File: config.mk
export PLATFORM = sky130hd
export DESIGN_NAME = pipelined_datapath
export DESIGN_NICKNAME = d
export VERILOG_FILES = /design/src/rtl/datapath_pkg.sv /design/src/rtl/reg_file_2r1w.sv /design/src/rtl/pipelined_datapath.sv
export SDC_FILE = /design/constraint.sdc
export NUM_CORES = 2
export LEC_CHECK = 0
export CAP_MARGIN = 15
export CORE_ASPECT_RATIO = 1.75
export CORE_MARGIN = 2
export CORE_UTILIZATION = 37
export DETAILED_ROUTE_END_ITERATION = 10
export HOLD_SLACK_MARGIN = 0.08
export PLACE_DENSITY = 0.55
export SLEW_MARGIN = 20
export SYNTH_ARGS = -nofsm -noshare
export SYNTH_HDL_FRONTEND = slang
export SYNTH_HIERARCHICAL = 1
export SYNTH_MEMORY_MAX_BITS = 65536
export SYNTH_SLANG_ARGS = --single-unit
File: constraint.sdc
create_clock -name Clk -period 12.1 [get_ports Clk]
set_clock_uncertainty 0.15 [all_clocks]
set_input_delay 3.025 -clock Clk [delete_from_list [all_inputs] [get_ports Clk]]
set_output_delay 3.025 -clock Clk [all_outputs]
set_load 0.02 [all_outputs]
File: src/rtl/datapath_pkg.sv
// Shared types, default widths and the ALU for the pipelined datapath.
package datapath_pkg;

  localparam int DP_DATA_W = 16;
  localparam int DP_RF_AW  = 4;
  localparam int DP_MEM_AW = 8;
  localparam int ALU_MAX_W = 64;

  typedef enum logic [2:0] {
    ALU_PASSA = 3'd0,
    ALU_ADD   = 3'd1,
    ALU_SUB   = 3'd2,
    ALU_AND   = 3'd3,
    ALU_OR    = 3'd4,
    ALU_XOR   = 3'd5,
    ALU_NOTA  = 3'd6,
    ALU_IMM   = 3'd7
  } alu_op_e;

  typedef struct packed {
    logic    rf_w_en;
    logic    rf_s;
    logic    d_wr;
    alu_op_e alu_s;
  } ctrl_t;

  typedef struct packed {
    logic                 rf_w_en;
    logic                 rf_s;
    logic                 d_wr;
    alu_op_e              alu_s;
    logic [DP_RF_AW-1:0]  w_addr;
    logic [DP_RF_AW-1:0]  ra_addr;
    logic [DP_RF_AW-1:0]  rb_addr;
    logic [DP_MEM_AW-1:0] d_addr;
    logic [DP_DATA_W-1:0] imm;
  } uop_t;

  // Evaluated at a wide width; callers truncate, which gives modulo-2**W results.
  function automatic logic [ALU_MAX_W-1:0] alu_eval(input alu_op_e op,
                                                    input logic [ALU_MAX_W-1:0] a,
                                                    input logic [ALU_MAX_W-1:0] b,
                                                    input logic [ALU_MAX_W-1:0] imm);
    logic [ALU_MAX_W-1:0] r;
    r = a;
    case (op)
      ALU_PASSA: r = a;
      ALU_ADD:   r = a + b;
      ALU_SUB:   r = a - b;
      ALU_AND:   r = a & b;
      ALU_OR:    r = a | b;
      ALU_XOR:   r = a ^ b;
      ALU_NOTA:  r = ~a;
      ALU_IMM:   r = imm;
      default:   r = a;
    endcase
    return r;
  endfunction

endpackage

File: src/rtl/reg_file_2r1w.sv
// Two combinational read ports, one write port, synchronous clear.
module reg_file_2r1w #(
  parameter int DATA_W = 16,
  parameter int RF_AW  = 4
) (
  input  logic              clk_sys,
  input  logic              rst_b,
  input  logic              we,
  input  logic [RF_AW-1:0]  waddr,
  input  logic [DATA_W-1:0] wdata,
  input  logic [RF_AW-1:0]  raddr_a,
  input  logic [RF_AW-1:0]  raddr_b,
  output logic [DATA_W-1:0] rdata_a,
  output logic [DATA_W-1:0] rdata_b
);

  logic [DATA_W-1:0] regs [2**RF_AW];

  always_ff @(posedge clk_sys) begin
    if (!rst_b) begin
      for (int i = 0; i < 2**RF_AW; i++) regs[i] <= '0;
    end else if (we) begin
      regs[waddr] <= wdata;
    end
  end

  assign rdata_a = regs[raddr_a];
  assign rdata_b = regs[raddr_b];

endmodule

File: src/rtl/pipelined_datapath.sv
// Three-stage datapath: S1 operand read/forward, S2 execute and RAM access, S3 writeback.
module pipelined_datapath
  import datapath_pkg::*;
#(
  parameter int DATA_W = DP_DATA_W,
  parameter int RF_AW  = DP_RF_AW,
  parameter int MEM_AW = DP_MEM_AW
) (
  input  logic              Clk,
  input  logic              Reset_n,
  input  logic              Op_valid,
  output logic              Op_ready,
  input  logic [MEM_AW-1:0] D_Addr,
  input  logic              D_wr,
  input  logic              RF_W_en,
  input  logic              RF_s,
  input  logic [RF_AW-1:0]  RF_W_addr,
  input  logic [RF_AW-1:0]  RF_Ra_addr,
  input  logic [RF_AW-1:0]  RF_Rb_addr,
  input  logic [2:0]        Alu_s,
  input  logic [DATA_W-1:0] Imm,
  output logic [DATA_W-1:0] A,
  output logic [DATA_W-1:0] B,
  output logic [DATA_W-1:0] ALU_Out,
  output logic              Wb_valid,
  output logic [RF_AW-1:0]  Wb_addr,
  output logic [DATA_W-1:0] Wb_data,
  output logic              Zero
);

  logic              s2_valid;
  ctrl_t             s2_ctrl;
  logic [RF_AW-1:0]  s2_waddr;
  logic [MEM_AW-1:0] s2_daddr;
  logic [DATA_W-1:0] s2_imm;

  logic              s3_valid;
  logic              s3_we;
  logic              s3_rf_s;
  logic [RF_AW-1:0]  s3_waddr;
  logic [DATA_W-1:0] s3_alu;

  logic [DATA_W-1:0] rf_a, rf_b, fwd_a, fwd_b, ram_q;
  logic              hazard, accept, s2_fwd_ok;

  logic [DATA_W-1:0] ram [2**MEM_AW];

  reg_file_2r1w #(.DATA_W(DATA_W), .RF_AW(RF_AW)) u_rf (
    .clk_sys (Clk),
    .rst_b   (Reset_n),
    .we      (Wb_valid),
    .waddr   (Wb_addr),
    .wdata   (Wb_data),
    .raddr_a (RF_Ra_addr),
    .raddr_b (RF_Rb_addr),
    .rdata_a (rf_a),
    .rdata_b (rf_b)
  );

  assign ALU_Out = DATA_W'(alu_eval(s2_ctrl.alu_s, ALU_MAX_W'(A), ALU_MAX_W'(B),
                                    ALU_MAX_W'(s2_imm)));

  assign Wb_valid = s3_valid && s3_we;
  assign Wb_addr  = s3_waddr;
  assign Wb_data  = s3_rf_s ? ram_q : s3_alu;

  // Both sources are compared even when the op does not use them.
  assign hazard   = s2_valid && s2_ctrl.rf_w_en && s2_ctrl.rf_s &&
                    ((RF_Ra_addr == s2_waddr) || (RF_Rb_addr == s2_waddr));
  assign Op_ready = !hazard;
  assign accept   = Op_valid && Op_ready;

  assign s2_fwd_ok = s2_valid && s2_ctrl.rf_w_en && !s2_ctrl.rf_s;

  always_comb begin
    fwd_a = rf_a;
    if (s2_fwd_ok && (RF_Ra_addr == s2_waddr)) fwd_a = ALU_Out;
    else if (Wb_valid && (RF_Ra_addr == Wb_addr)) fwd_a = Wb_data;
    fwd_b = rf_b;
    if (s2_fwd_ok && (RF_Rb_addr == s2_waddr)) fwd_b = ALU_Out;
    else if (Wb_valid && (RF_Rb_addr == Wb_addr)) fwd_b = Wb_data;
  end

  always_ff @(posedge Clk) begin
    if (!Reset_n) begin
      s2_valid <= 1'b0;
      s2_ctrl  <= '0;
      s2_waddr <= '0;
      s2_daddr <= '0;
      s2_imm   <= '0;
      A        <= '0;
      B        <= '0;
      s3_valid <= 1'b0;
      s3_we    <= 1'b0;
      s3_rf_s  <= 1'b0;
      s3_waddr <= '0;
      s3_alu   <= '0;
      Zero     <= 1'b0;
    end else begin
      s2_valid <= accept;
      if (accept) begin
        s2_ctrl  <= '{rf_w_en: RF_W_en, rf_s: RF_s, d_wr: D_wr, alu_s: alu_op_e'(Alu_s)};
        s2_waddr <= RF_W_addr;
        s2_daddr <= D_Addr;
        s2_imm   <= Imm;
        A        <= fwd_a;
        B        <= fwd_b;
      end
      s3_valid <= s2_valid;
      s3_we    <= s2_ctrl.rf_w_en;
      s3_rf_s  <= s2_ctrl.rf_s;
      s3_waddr <= s2_waddr;
      s3_alu   <= ALU_Out;
      if (s2_valid && !(s2_ctrl.rf_w_en && s2_ctrl.rf_s)) Zero <= (ALU_Out == '0);
    end
  end

  // RAM contents survive reset; only the write is gated by it.
  always_ff @(posedge Clk) begin
    if (Reset_n && s2_valid && s2_ctrl.d_wr) ram[s2_daddr] <= A;
    ram_q <= ram[s2_daddr];
  end

endmodule
======== After elaboration in Yosys (flattened, before gate mapping) ========
Memory sizes are Yosys's and may differ from the RTL's. A register that Yosys moved wholly into a read port is not among the register bits.
Cells that the tools add are included.
word-level totals
  register bits ........................... 91
  RAM bits ................................ 4352
  input port bits ......................... 45
  output and inout port bits .............. 71
  word-level logic and storage cells ...... 71
  memories kept ........................... 2
memories
  name       depth  width  rd ports  clocked after memory_dff  wr ports  RTL line                  RTL
  ram        256    16     1         1                         1         pipelined_datapath.sv:46  logic [DATA_W-1:0] ram [2**MEM_AW];
  u_rf.regs  16     16     2         0                         16        reg_file_2r1w.sv:17       logic [DATA_W-1:0] regs [2**RF_AW];
operators by class
  add/sub/neg operators ................... 2
  eq/ne operators ......................... 11
  multiplexer cells ....................... 15
  bitwise gates (word level) .............. 4
  reductions and logical operators ........ 21
operator list
  kind                count
  $pmux 16 s8         1
  $mux 16             6
  $add 16x16->16      1
  $and 16x16->16      1
  $eq 4x4->1          4
  $logic_not 16->1    1
  $not 16->16         1
  $or 16x16->16       1
  $reduce_or 16->1    1
  $sub 16x16->16      1
  $xor 16x16->16      1
  $logic_and 1x1->1   14
  $eq 3x3->1 const B  4
  $mux 1              7
  $eq 3x2->1 const B  2
  $mux 4              1
  $eq 3x1->1 const B  1
  $logic_not 1->1     3
  $logic_not 3->1     1
  $logic_or 1x1->1    1

======== Longest topological paths before layout ========
  depth in word-level cells ............... 6
  mapped depth ............................ 20
  gate-level depth less buffers ........... 17

======== By module ========
The synthesis kept the hierarchy.
by module, submodules not included
  module              instances  cells an instance  area each (um^2)  seq. area each (um^2)
  pipelined_datapath  1          7086               163251.6          125140.0
  reg_file_2r1w       1          859                13538.0           7687.4

======== Worst setup path before layout ========
OpenSTA, ideal clock, no wires.
  path type ............................... reg-to-output
  start ................................... register A[0]
  end ..................................... output ALU_Out[12]
  arrival ................................. 6.408 ns
  required time ........................... 8.925 ns
  setup slack ............................. 2.517 ns
  stages on the path, launching flop included .. 11
  buffers on the path ..................... 0
  path through ............................ dfxtp_1 > inv_1 > ha_1 > fa_1 > nor2b_1 > o2111ai_1 > a211oi_1 > o31a_1 > xor2_1 > nand2_1 > a21oi_1
on the way
  longest elaborated chain between the ends .. 2
  elaborated cells between the ends (all ways) .. 3
  those cells by class .................... 2 x add/sub; 1 x mux
RTL lines
  item                                              RTL line                                RTL
  from (decl)                                       pipelined_datapath.sv:22                output logic [DATA_W-1:0] A,
  from (signal assigned)                            pipelined_datapath.sv:106               A <= fwd_a;
  $sub 16x16->16 or $add 16x16->16 (tied branches)  datapath_pkg.sv:49, datapath_pkg.sv:48
  $pmux 16 s8 *                                     datapath_pkg.sv:46                      case (op)
  to (decl)                                         pipelined_datapath.sv:24                output logic [DATA_W-1:0] ALU_Out,
Every way passes the cells marked *; elsewhere a longest branch is shown, timed or not.

======== Worst setup path in the final report ========
  start ................................... register s2_ctrl[1] (netlist bit)
  end ..................................... output ALU_Out[15]
on the way
  longest elaborated chain between the ends .. 2
  elaborated cells between the ends (all ways) .. 9
  those cells by class .................... 7 x eq/ne; 1 x mux; 1 x reduce/logical
RTL lines
  item                                      RTL line                   RTL
  from (decl)                               pipelined_datapath.sv:32   ctrl_t s2_ctrl;
  from (signal assigned)                    pipelined_datapath.sv:102  s2_ctrl <= '{rf_w_en: RF_W_en, rf_s: RF_s, d_wr: D_wr, alu_s: alu_op_e'(Alu_s)};
  $eq 3x3->1, or another cell as far along  datapath_pkg.sv:46
  $pmux 16 s8 *                             datapath_pkg.sv:46
Marks and branches as above.

==> metrics.txt <==
outcome completed; pre-CTS WS 3.79 ns; Post-Synth Adder-Cell Area 0.351%; worst path cell trace buf_4, inv_1, nor3_1, buf_4, a21oi_1, a21oi_1, o21ai_0, xnor2_1, ha_1, o21ai_0, nand2_1, a41oi_1, o21ai_0, a21o_1, a21o_1, a211oi_1, inv_1, clkdlybuf4s50_1; final setup violation count 0; number of detailed-route iterations in the first pass 7; GRT Residual Overflow 0; post-detail-place hpwl 344,000 um; critical path arrival 5.65 ns; slowest cell on the critical path clkdlybuf4s50_1; die width 527 um; setup_tns 0 ns; worst-margin pin slew 1.20 ns; full die area 484,000 um2; endpoints failing hold 0; clk_lat worst skew 0.98 ns; clk slew on worst S/H paths 0.06 ns; Clock Sinks 4,459; Synth Cell Area 177,000 um2; post-synth top area share 73.9%; post-CTS setup buffers 0; CP endpoint ALU_Out[15]; Post-CTS Hold Fix Bufs 0; Data required, critical path 8.92 ns; asr flop ratio synth 0%; pwr dens 162 nW/um2; port bufs 115; Compound-Gate Fraction of Synth Area 1.37%; leading area contributor after synthesis edfxtp_1; htree depth 5; crit start category register; Total Routing Usage GR 21.3%; CP endpoint kind output port; detail-routed via count per cell 5.65; Synth Warn # 6; Post-CTS Resized 0; Post-Synth Simple-Gate Area 2.81%; pin count of the biggest net entering global routing 158; Longest Clk Path Bufs 4; Final WS setup 3.27 ns; HP Class reg -> reg; root buffer cell clkbuf_16; CTS tree done; Slew Viols, Final 0; largest family of logic cells by synthesized area multiplexers; Nets 8,341; Synth area leaders edfxtp_1 (74%), mux4_2 (18%), dfxtp_1 (1.2%); routability cong. 0.904; crit path time final 8.83 ns; CP most frequent cell o21ai_0; reg2reg end ram_q[8]; share of layout cells above drive strength 1 30.4%; crit path from s2_ctrl[1]; syn_nets 8,039; initial antenna violation count 37; Primary FF master, synth edfxtp_1; antenna viol nets, final 0; CP max stage delay 0.58 ns; Synth Area in XOR/XNOR 0.188%; Initial Util 37.2%; worst vdd ir 0.124 mV; #FFs+latches synth 4,459; Chip Height 918 um; proportion of synthesized area in mux cells 18.7%; register area share after synthesis 75.1%; Area growth syn-to-layout 12.9%; ratio of final minimum period to clock period 72.9%; count leader, synth edfxtp_1; vias in the first global route 87,800; Avg Cell Area, Syn 22.3 um2; Post-Synthesis Cells 7,945; I/O pin cnt 116; LEAKAGE 61.2 nW; global-route wire length before repair 721,000 um; Slew headroom 19.8%; worst r2r src s2_daddr[1]; CTS buffer count 392; Max Cap Viol 0; DR WL/cell 35.2 um; R2R cell count 9; EDFF count, synth 4,352; core area 476,000 um2; Vias 83,900; count of cell types in the netlist 69; reg2reg setup slack 5.89 ns; top cells by count, synth edfxtp_1 (4,352), mux4_2 (1,443), nor2_1 (355), and2_1 (280), clkbuf_1 (241); CP max FO 28; row count 335; RSZ-0062 raised after global routing false; DRC violations left 0; Post-Route WL 523,000 um; CP Class reg -> out; fmax 0.113 GHz; Detailed Route Iter0 Violations 8,375
-- flip-flops by register name (all words and copies together), names as in the netlist --
| signal | flops |
|---|---|
| A | 16 |
| s2_valid | 1 |
| Zero | 1 |
| s3_alu | 16 |
| s2_imm | 16 |
| B | 16 |
| s2_daddr | 8 |
| u_rf/regs | 256 |
| s3_valid | 1 |
| ram_q | 16 |
| ram | 4096 |
| s3_rf_s | 1 |
| s3_we | 1 |
| s2_waddr | 4 |
| Wb_addr | 4 |
| s2_ctrl | 6 |
-- cell families after synthesis --
family	count (synthesis)
xor gates and xnor gates	38
muxes	1503
AOI/OAI and AO/OA	361
adders and majority gates	49
buffers and inverters	538
and+or+nand+nor	997
DFF	4459
-- critical path, delay by kind of cell, from the launching register on --
| kind | cells | cell delay (ns) |
|---|---|---|
| AOI/OAI and AO/OA | 9 | 1.93 |
| xor gates and xnor gates | 1 | 0.17 |
| adders and majority gates | 1 | 0.35 |
| buffers and inverters | 5 | 1.57 |
| DFF | 1 | 0.30 |
| and+or+nand+nor | 2 | 0.37 |
-- layout by cell type (no fill, tap or decap), types with 19 or more instances in the layout --
cell / instances
ha_1: 48
dfxtp_4: 21
buf_4: 250
nand2_1: 173
mux4_2: 1443
edfxtp_1: 4352
buf_12: 19
and2_1: 279
dfxtp_1: 83
a22oi_1: 80
clkinvlp_4: 28
diode_2: 65
clkbuf_16: 401
bufinv_16: 46
nor2b_1: 37
clkdlybuf4s50_1: 110
a21oi_1: 93
inv_1: 59
mux2i_1: 42
nor2_4: 24
nor2_1: 144
o21ai_0: 24
xor2_1: 20
nor2_2: 199
clkinv_2: 66
a211oi_1: 62
clkbuf_1: 64
nand3_1: 37
clkinv_1: 75
-- per-stage QoR --
| step | power (mW) | utilization [%] | hold slack (ns) | cells | area (um2) |
|---|---|---|---|---|---|
| floorplan | 18.8 | - | 0.282 | 7945 | 177000 |
| global placement | 19.8 | 39.2 | 0.307 | 14100 | 186000 |
| detailed placement | 19.9 | 39.2 | 0.300 | 14100 | 186000 |
| CTS | 32.6 | 41.9 | 0.308 | 14800 | 199000 |
| global route | 33.1 | 41.9 | 0.329 | 14800 | 199000 |
| finish | 32.3 | 41.9 | 0.306 | 14900 | 200000 |
-- final cells by class --
type | count | area (um2)
Multi-Input combinational cell | 2948 | 42200
Inverter | 63 | 238
Antenna cell | 65 | 163
Tap cell | 6234 | 7800
Sequential cell | 4459 | 133000
Fill cell | 40800 | 276000
Clock inverter | 234 | 2480
Clock buffer | 472 | 10300
Timing Repair Buffer | 383 | 3390
-- power by group --
part / switching [mW] / internal (mW) / total [mW]
clock network: 5.73 / 7.09 / 12.8
logic: 1.52 / 0.760 / 2.29
registers: 0.112 / 17.1 / 17.2
total: 7.37 / 24.9 / 32.3
-- metal layers --
layer / global-route usage, % / routed length (um)
met5: 0 / 27
met4: 13.1 / 36600
met3: 2.44 / 24100
met2: 39.3 / 285000
met1: 23.3 / 177000
-- worst min path at each step --
stage	from	slack, ns	endpoint	cells past startpoint
after global routing	s2_imm[13]	0.33	s2_imm[13]	2
after CTS	s2_imm[1]	0.31	s2_imm[1]	2
after floorplan	s2_ctrl[3]	0.28	s2_ctrl[3]	2
after detailed placement	s2_imm[1]	0.30	s2_imm[1]	2
final	s2_imm[1]	0.31	s2_imm[1]	2
after global placement	s2_imm[1]	0.31	s2_imm[1]	2
No activity file was read; power rests on OpenSTA's default activity.
